<file path="src/rtl/sst16.sv">
`default_nettype none
// ============================================================================
// sst16 : DSSS transmitter - carrier/chip DDS, Galois PRN, chip-modulated DAC
// Revision: 1.0
// ============================================================================

module sine (
  input  logic [12:0] addr,
  output logic [15:0] data
);
  logic [14:0] span;
  logic [27:0] prod;

  // Quarter-wave shape a*(2^14 - a) / 2^11: 0 at address 0, 0x7fff at 0x1fff.
  always_comb begin
    span = 15'd16384 - {2'b00, addr};
    prod = 28'(addr) * 28'(span);
    data = 16'(prod >> 11);
  end
endmodule

module sst16 (
  input  logic        clk,
  input  logic        rst,
  input  logic [31:0] addr,
  input  logic [31:0] Wdata,
  input  logic        write,
  input  logic        read,
  output logic [31:0] Rdata,
  input  logic        tick,
  output logic [15:0] DAC,
  output logic        pushDAC,
  output logic        epoch
);
  localparam logic [15:0] ADDR_CTRL       = 16'h0900;
  localparam logic [15:0] ADDR_CAR_FREQ   = 16'h0904;
  localparam logic [15:0] ADDR_CAR_PHASE  = 16'h0908;
  localparam logic [15:0] ADDR_CHIP_FREQ  = 16'h090c;
  localparam logic [15:0] ADDR_CHIP_PHASE = 16'h0910;
  localparam logic [15:0] ADDR_PRN        = 16'h0914;
  localparam logic [15:0] ADDR_SAMPLES    = 16'h0918;
  localparam logic [15:0] ADDR_EPOCHS     = 16'h091c;
  localparam logic [15:0] ADDR_STATUS     = 16'h0920;

  logic        run_q, run_d;
  logic [31:0] car_freq_q, car_freq_d;
  logic [31:0] car_phase_q, car_phase_d;
  logic [31:0] chip_freq_q, chip_freq_d;
  logic [31:0] chip_phase_q, chip_phase_d;
  logic [31:0] prn_q, prn_d;
  logic [31:0] sample_count_q, sample_count_d;
  logic [31:0] epoch_count_q, epoch_count_d;
  logic        epoch_seen_q, epoch_seen_d;
  logic        status_rd_q, status_rd_d;
  logic        s1_valid_q, s1_valid_d;
  logic [12:0] s1_addr_q, s1_addr_d;
  logic        s1_neg_q, s1_neg_d;
  logic [15:0] dac_q, dac_d;
  logic        push_q, push_d;
  logic        epoch_q, epoch_d;

  logic [15:0] reg_addr;
  logic        unused_addr_hi;
  logic        accept;
  logic [31:0] car_sum, chip_sum;
  logic        chip_step;
  logic [3:0]  hob;
  logic [13:0] poly, state;
  logic [15:0] state_ext;
  logic        chip_bit;
  logic [13:0] cleared, shifted, lfsr_next;
  logic        status_hit;
  logic [15:0] tbl, sample;

  assign reg_addr       = addr[15:0];
  assign unused_addr_hi = ^addr[31:16];

  sine u_sine (
    .addr (s1_addr_q),
    .data (tbl)
  );

  always_comb begin
    hob       = prn_q[31:28];
    poly      = prn_q[27:14];
    state     = prn_q[13:0];
    state_ext = {2'b00, state};
    // hob values beyond the 14-bit state read as a zero chip
    chip_bit  = state_ext[hob];
    cleared   = state & ~14'(16'd1 << hob);
    shifted   = cleared << 1;
    lfsr_next = chip_bit ? (shifted ^ poly) : shifted;

    accept    = tick & run_q;
    car_sum   = car_phase_q + car_freq_q;
    chip_sum  = chip_phase_q + chip_freq_q;
    chip_step = accept & ~chip_phase_q[31] & chip_sum[31];

    if (s1_neg_q) sample = (tbl == 16'h8000) ? 16'h7fff : (~tbl + 16'd1);
    else          sample = tbl;
  end

  always_comb begin
    run_d          = run_q;
    car_freq_d     = car_freq_q;
    car_phase_d    = car_phase_q;
    chip_freq_d    = chip_freq_q;
    chip_phase_d   = chip_phase_q;
    prn_d          = prn_q;
    sample_count_d = sample_count_q;
    epoch_count_d  = epoch_count_q;
    epoch_seen_d   = epoch_seen_q;
    s1_valid_d     = accept;
    s1_addr_d      = s1_addr_q;
    s1_neg_d       = s1_neg_q;
    push_d         = s1_valid_q;
    dac_d          = s1_valid_q ? sample : dac_q;
    epoch_d        = 1'b0;

    status_hit  = read && (reg_addr == ADDR_STATUS);
    status_rd_d = status_hit;

    if (accept) begin
      car_phase_d    = car_sum;
      chip_phase_d   = chip_sum;
      sample_count_d = sample_count_q + 32'd1;
      s1_addr_d      = car_phase_q[30] ? ~car_phase_q[29:17] : car_phase_q[29:17];
      s1_neg_d       = car_phase_q[31] ^ chip_bit;
    end

    // Read-clear first so a coincident epoch set overrides it
    if (status_hit && !status_rd_q) epoch_seen_d = 1'b0;

    if (chip_step) begin
      prn_d[13:0] = lfsr_next;
      if (lfsr_next == 14'd1) begin
        epoch_d       = 1'b1;
        epoch_count_d = epoch_count_q + 32'd1;
        epoch_seen_d  = 1'b1;
      end
    end

    if (write) begin
      case (reg_addr)
        ADDR_CTRL:       run_d          = Wdata[0];
        ADDR_CAR_FREQ:   car_freq_d     = Wdata;
        ADDR_CAR_PHASE:  car_phase_d    = Wdata;
        ADDR_CHIP_FREQ:  chip_freq_d    = Wdata;
        ADDR_CHIP_PHASE: chip_phase_d   = Wdata;
        ADDR_PRN:        prn_d          = Wdata;
        ADDR_SAMPLES:    sample_count_d = Wdata;
        ADDR_EPOCHS:     epoch_count_d  = Wdata;
        ADDR_STATUS:     epoch_seen_d   = Wdata[0];
        default: ;
      endcase
    end
  end

  always_comb begin
    Rdata = 32'd0;
    if (read) begin
      case (reg_addr)
        ADDR_CTRL:       Rdata = {31'd0, run_q};
        ADDR_CAR_FREQ:   Rdata = car_freq_q;
        ADDR_CAR_PHASE:  Rdata = car_phase_q;
        ADDR_CHIP_FREQ:  Rdata = chip_freq_q;
        ADDR_CHIP_PHASE: Rdata = chip_phase_q;
        ADDR_PRN:        Rdata = prn_q;
        ADDR_SAMPLES:    Rdata = sample_count_q;
        ADDR_EPOCHS:     Rdata = epoch_count_q;
        ADDR_STATUS:     Rdata = {31'd0, epoch_seen_q};
        default:         Rdata = 32'd0;
      endcase
    end
  end

  always_ff @(posedge clk or posedge rst) begin
    if (rst) begin
      run_q          <= 1'b0;
      car_freq_q     <= 32'd0;
      car_phase_q    <= 32'd0;
      chip_freq_q    <= 32'd0;
      chip_phase_q   <= 32'd0;
      prn_q          <= 32'd0;
      sample_count_q <= 32'd0;
      epoch_count_q  <= 32'd0;
      epoch_seen_q   <= 1'b0;
      status_rd_q    <= 1'b0;
      s1_valid_q     <= 1'b0;
      s1_addr_q      <= 13'd0;
      s1_neg_q       <= 1'b0;
      dac_q          <= 16'd0;
      push_q         <= 1'b0;
      epoch_q        <= 1'b0;
    end else begin
      run_q          <= run_d;
      car_freq_q     <= car_freq_d;
      car_phase_q    <= car_phase_d;
      chip_freq_q    <= chip_freq_d;
      chip_phase_q   <= chip_phase_d;
      prn_q          <= prn_d;
      sample_count_q <= sample_count_d;
      epoch_count_q  <= epoch_count_d;
      epoch_seen_q   <= epoch_seen_d;
      status_rd_q    <= status_rd_d;
      s1_valid_q     <= s1_valid_d;
      s1_addr_q      <= s1_addr_d;
      s1_neg_q       <= s1_neg_d;
      dac_q          <= dac_d;
      push_q         <= push_d;
      epoch_q        <= epoch_d;
    end
  end

  assign DAC     = dac_q;
  assign pushDAC = push_q;
  assign epoch   = epoch_q;
endmodule
`default_nettype wire

</file>
<file path="config.mk">
export PLATFORM = sky130hd
export DESIGN_NAME = sst16
export DESIGN_NICKNAME = d
export VERILOG_FILES = /design/src/rtl/sst16.sv
export SDC_FILE = /design/constraint.sdc
export NUM_CORES = 1
export LEC_CHECK = 0
export CORE_MARGIN = 1
export CORE_UTILIZATION = 24
export CTS_CLUSTER_SIZE = 16
export DETAILED_ROUTE_END_ITERATION = 10
export GPL_ROUTABILITY_DRIVEN = 0
export GPL_TIMING_DRIVEN = 0
export SKIP_CTS_REPAIR_TIMING = 1
export SLEW_MARGIN = 15
export SYNTH_ARGS = -nofsm -noshare
export SYNTH_HDL_FRONTEND = slang
export SYNTH_HIERARCHICAL = 1
export SYNTH_SLANG_ARGS = --single-unit
</file>
<file path="constraint.sdc">
create_clock -name clk -period 19.35 [get_ports clk]
set_input_delay 2.9025 -clock clk [delete_from_list [all_inputs] [get_ports clk]]
set_output_delay 2.9025 -clock clk [all_outputs]
set_load 0.02 [all_outputs]
</file>
==> impl_metrics.toml <==
[outcome]
status = "finished, final reports clean"

[final_layout]
area_growth_pct = 16.0
drive_gt1_frac = 0.0578
final_nets = 3105
antenna_cells = 0

[clock_tree]
htreeDepth = 1
clock_sinks = 260
cts_made_buffers = 29
cts_tree = "built"
cts_buffer_depth = 3
clk_latency_ns = 0.63
root_buffer = "clkbuf_16"
clk_pin_slew_ns = 0.06

[grt]
grt_max_degree = 96
grt_util_all_layers = 0.155
overflow = 0
grt_pass1_wl_mm = 118
grt_pass1_vias = 19782
antenna_found_initial = 1

[setup_path]
worst_setup_path_end_kind = "output pin"
required_ns = 16.45
worst_ep_arrival_time_ns = 6.94
critPathMaxFanout = 10
critPathLaunchType = "primary input"
rrSetupSlack_ns = 10.00
worstSetupPathType = "primary input to output pin"

[power]
p_per_area_nw_per_um2 = 44.6
p_leak_nw = 11.5
p_total_mw = 1.19
vdd_drop_max_uv = 60.0

[detailed_routing]
firstDrtPassIters = 6
drc = 0
avgViaCountPerCell = 4.99
drt_wl_total_mm = 76.6
drtIter0Drc = 1868
ant_nets = 0
num_vias = 20102
post_drt_wl_per_cell_um = 19.0

[die]
core_um2 = 95000
die_x_um = 312
ioPinCount = 119
die_h_um = 312
die_area_um2 = 97200
initial_core_util = 0.242
num_rows = 113

[placement]
dp_hpwl_mm = 60.9
portBuffers = 101

[sta]
rsz0062_at_grt = "false"
worstMarginPinSlew_ns = 1.05
fmax_mhz = 102
slew-limit-headroom = 0.303
setup_viol = 0
finalMaxSlewViolations = 0
finClkSkew_ns = 0.0495
final.setup.tns_ns = 0
fin_crit_ns = 9.85
finalCritPeriodShare = 0.509
hold_violations = 0

[synthesis]
synth_edf_count = 0
netlist_area_um2 = 23000
yosysSeqAreaShare = 0.283
ys_types = 76
yosys_warnings = 6
synthCells = 2605
avgSynthCellArea_um2 = 8.84
async_flop_share = 1.00
ys_ff_latch = 260
synthFlopType = "dfrtp_1"

[run]
max_cap_viol_count = 0

[min_path]
hold_class = "register to register"
## per-stage QoR
stage,setup slack (ns),utilization,area (um^2),instances,hold slack [ns]
6_report,9.50,0.281,26700,4032,0.531
3_5_place_dp,9.63,0.271,25700,3981,0.517
3_3_place_gp,5.29,0.270,25700,3979,0.492
5_1_grt,9.33,0.281,26700,4032,0.540
4_1_cts,9.63,0.281,26700,4032,0.535
2_1_floorplan,9.29,-,23100,2613,0.352
## area by class of cell
class,count,area [um^2]
fillers,10235,68300
multi-input cells,2005,15200
flip-flops and latches,260,6510
well taps,1265,1580
repair buffers,103,1070
clock buffers,42,855
inverters,211,800
plain buffers,137,559
clock inverters,9,139
## cell usage after synthesis, drive strengths merged, types with 9 or more instances
cell type	instances	area [um^2]
a222oi	34	340
o211ai	11	82.6
o21ai	170	851
buf	20	120
mux2i	22	220
inv	206	773
mux2	66	743
nand2b	79	494
clkbuf	117	439
nor4b	13	145
or4	10	78.8
a31oi	64	400
nor3	27	163
or3	20	130
dfrtp	260	6510
nand2	308	1160
nor2	185	694
nand3	53	265
nor4	23	178
and2	24	150
o21a	11	82.6
a22oi	62	465
xnor2	105	920
nand4	28	175
ha	146	1830
o21bai	14	105
o31ai	9	67.6
a21oi	135	679
and3	29	181
a21o	48	360
nor2b	27	169
xor2	58	508
fa	143	2860
## critical path, stage by stage
cell and delay (ns):
clkdlybuf4s50_1 0.41, nor4b_1 0.32, nand4b_1 0.20, or3b_2 0.50
clkbuf_1 0.14, nor2_1 0.51, clkbuf_1 0.57, a22oi_1 0.22
a31oi_1 0.45, clkdlybuf4s50_1 0.71
## where the power goes
group / internal [mW] / total, mW / switching, mW / leakage (nW)
clock: 0.345 / 0.594 / 0.249 / 0.493
combinational: 0.0169 / 0.0517 / 0.0348 / 7.52
sequential: 0.544 / 0.544 / 0.000399 / 3.50
total: 0.906 / 1.19 / 0.284 / 11.5
## state kept, by name (all words and copies together) (netlist names)
signal and flops:
car_freq_q 32, car_phase_q 32, chip_freq_q 32, chip_phase_q 32, epoch_count_q 32, prn_q 32, sample_count_q 32, DAC 16
s1_addr_q 13, epoch 1, epoch_seen_q 1, pushDAC 1, push_d 1, run_q 1, s1_neg_q 1, status_rd_q 1
## per-layer routing
layer  wire [um]  GRT usage
met1       33400      0.207
met2       34600      0.250
met3        5120     0.0210
met4        3460     0.0632
met5           0          0
## placed cells by master, fill, tap and decap left out, drive strengths merged, types with 101 or more instances in the layout
cell type / count
nand2: 308
dfrtp: 260
inv: 208
nor2: 185
o21ai: 170
clkbuf: 159
ha: 146
fa: 143
a21oi: 135
xnor2: 105
clkdlybuf4s50: 101
## final timing paths
path | start | depth (start not counted) | end
max reg2reg | s1_addr_q[0]$_DFFE_PP0P_ | 32 | DAC[9]$_DFFE_PP0P_
min | DAC[4]$_DFFE_PP0P_ | 2 | DAC[4]$_DFFE_PP0P_
max | addr[7] | 10 | Rdata[1]
min reg2reg | DAC[4]$_DFFE_PP0P_ | 2 | DAC[4]$_DFFE_PP0P_
min in group asynchronous | rst | 2 | car_freq_q[7]$_DFFE_PP0P_
max in group asynchronous | rst | 3 | sample_count_q[19]$_DFF_PP0_
## logic make-up (layout without fill, tap and decap cells)
group | after synthesis | after routing | share of synthesized area
simple gates | 852 | 852 | 0.181
flops | 260 | 260 | 0.283
other cells | 2 | 10 | 0.000326
buf+inv | 348 | 502 | 0.0587
xor+xnor | 163 | 163 | 0.0620
compound gates | 599 | 599 | 0.166
mux | 92 | 92 | 0.0457
fa+ha+maj | 289 | 289 | 0.204
Power figures use the tool's default switching activity.
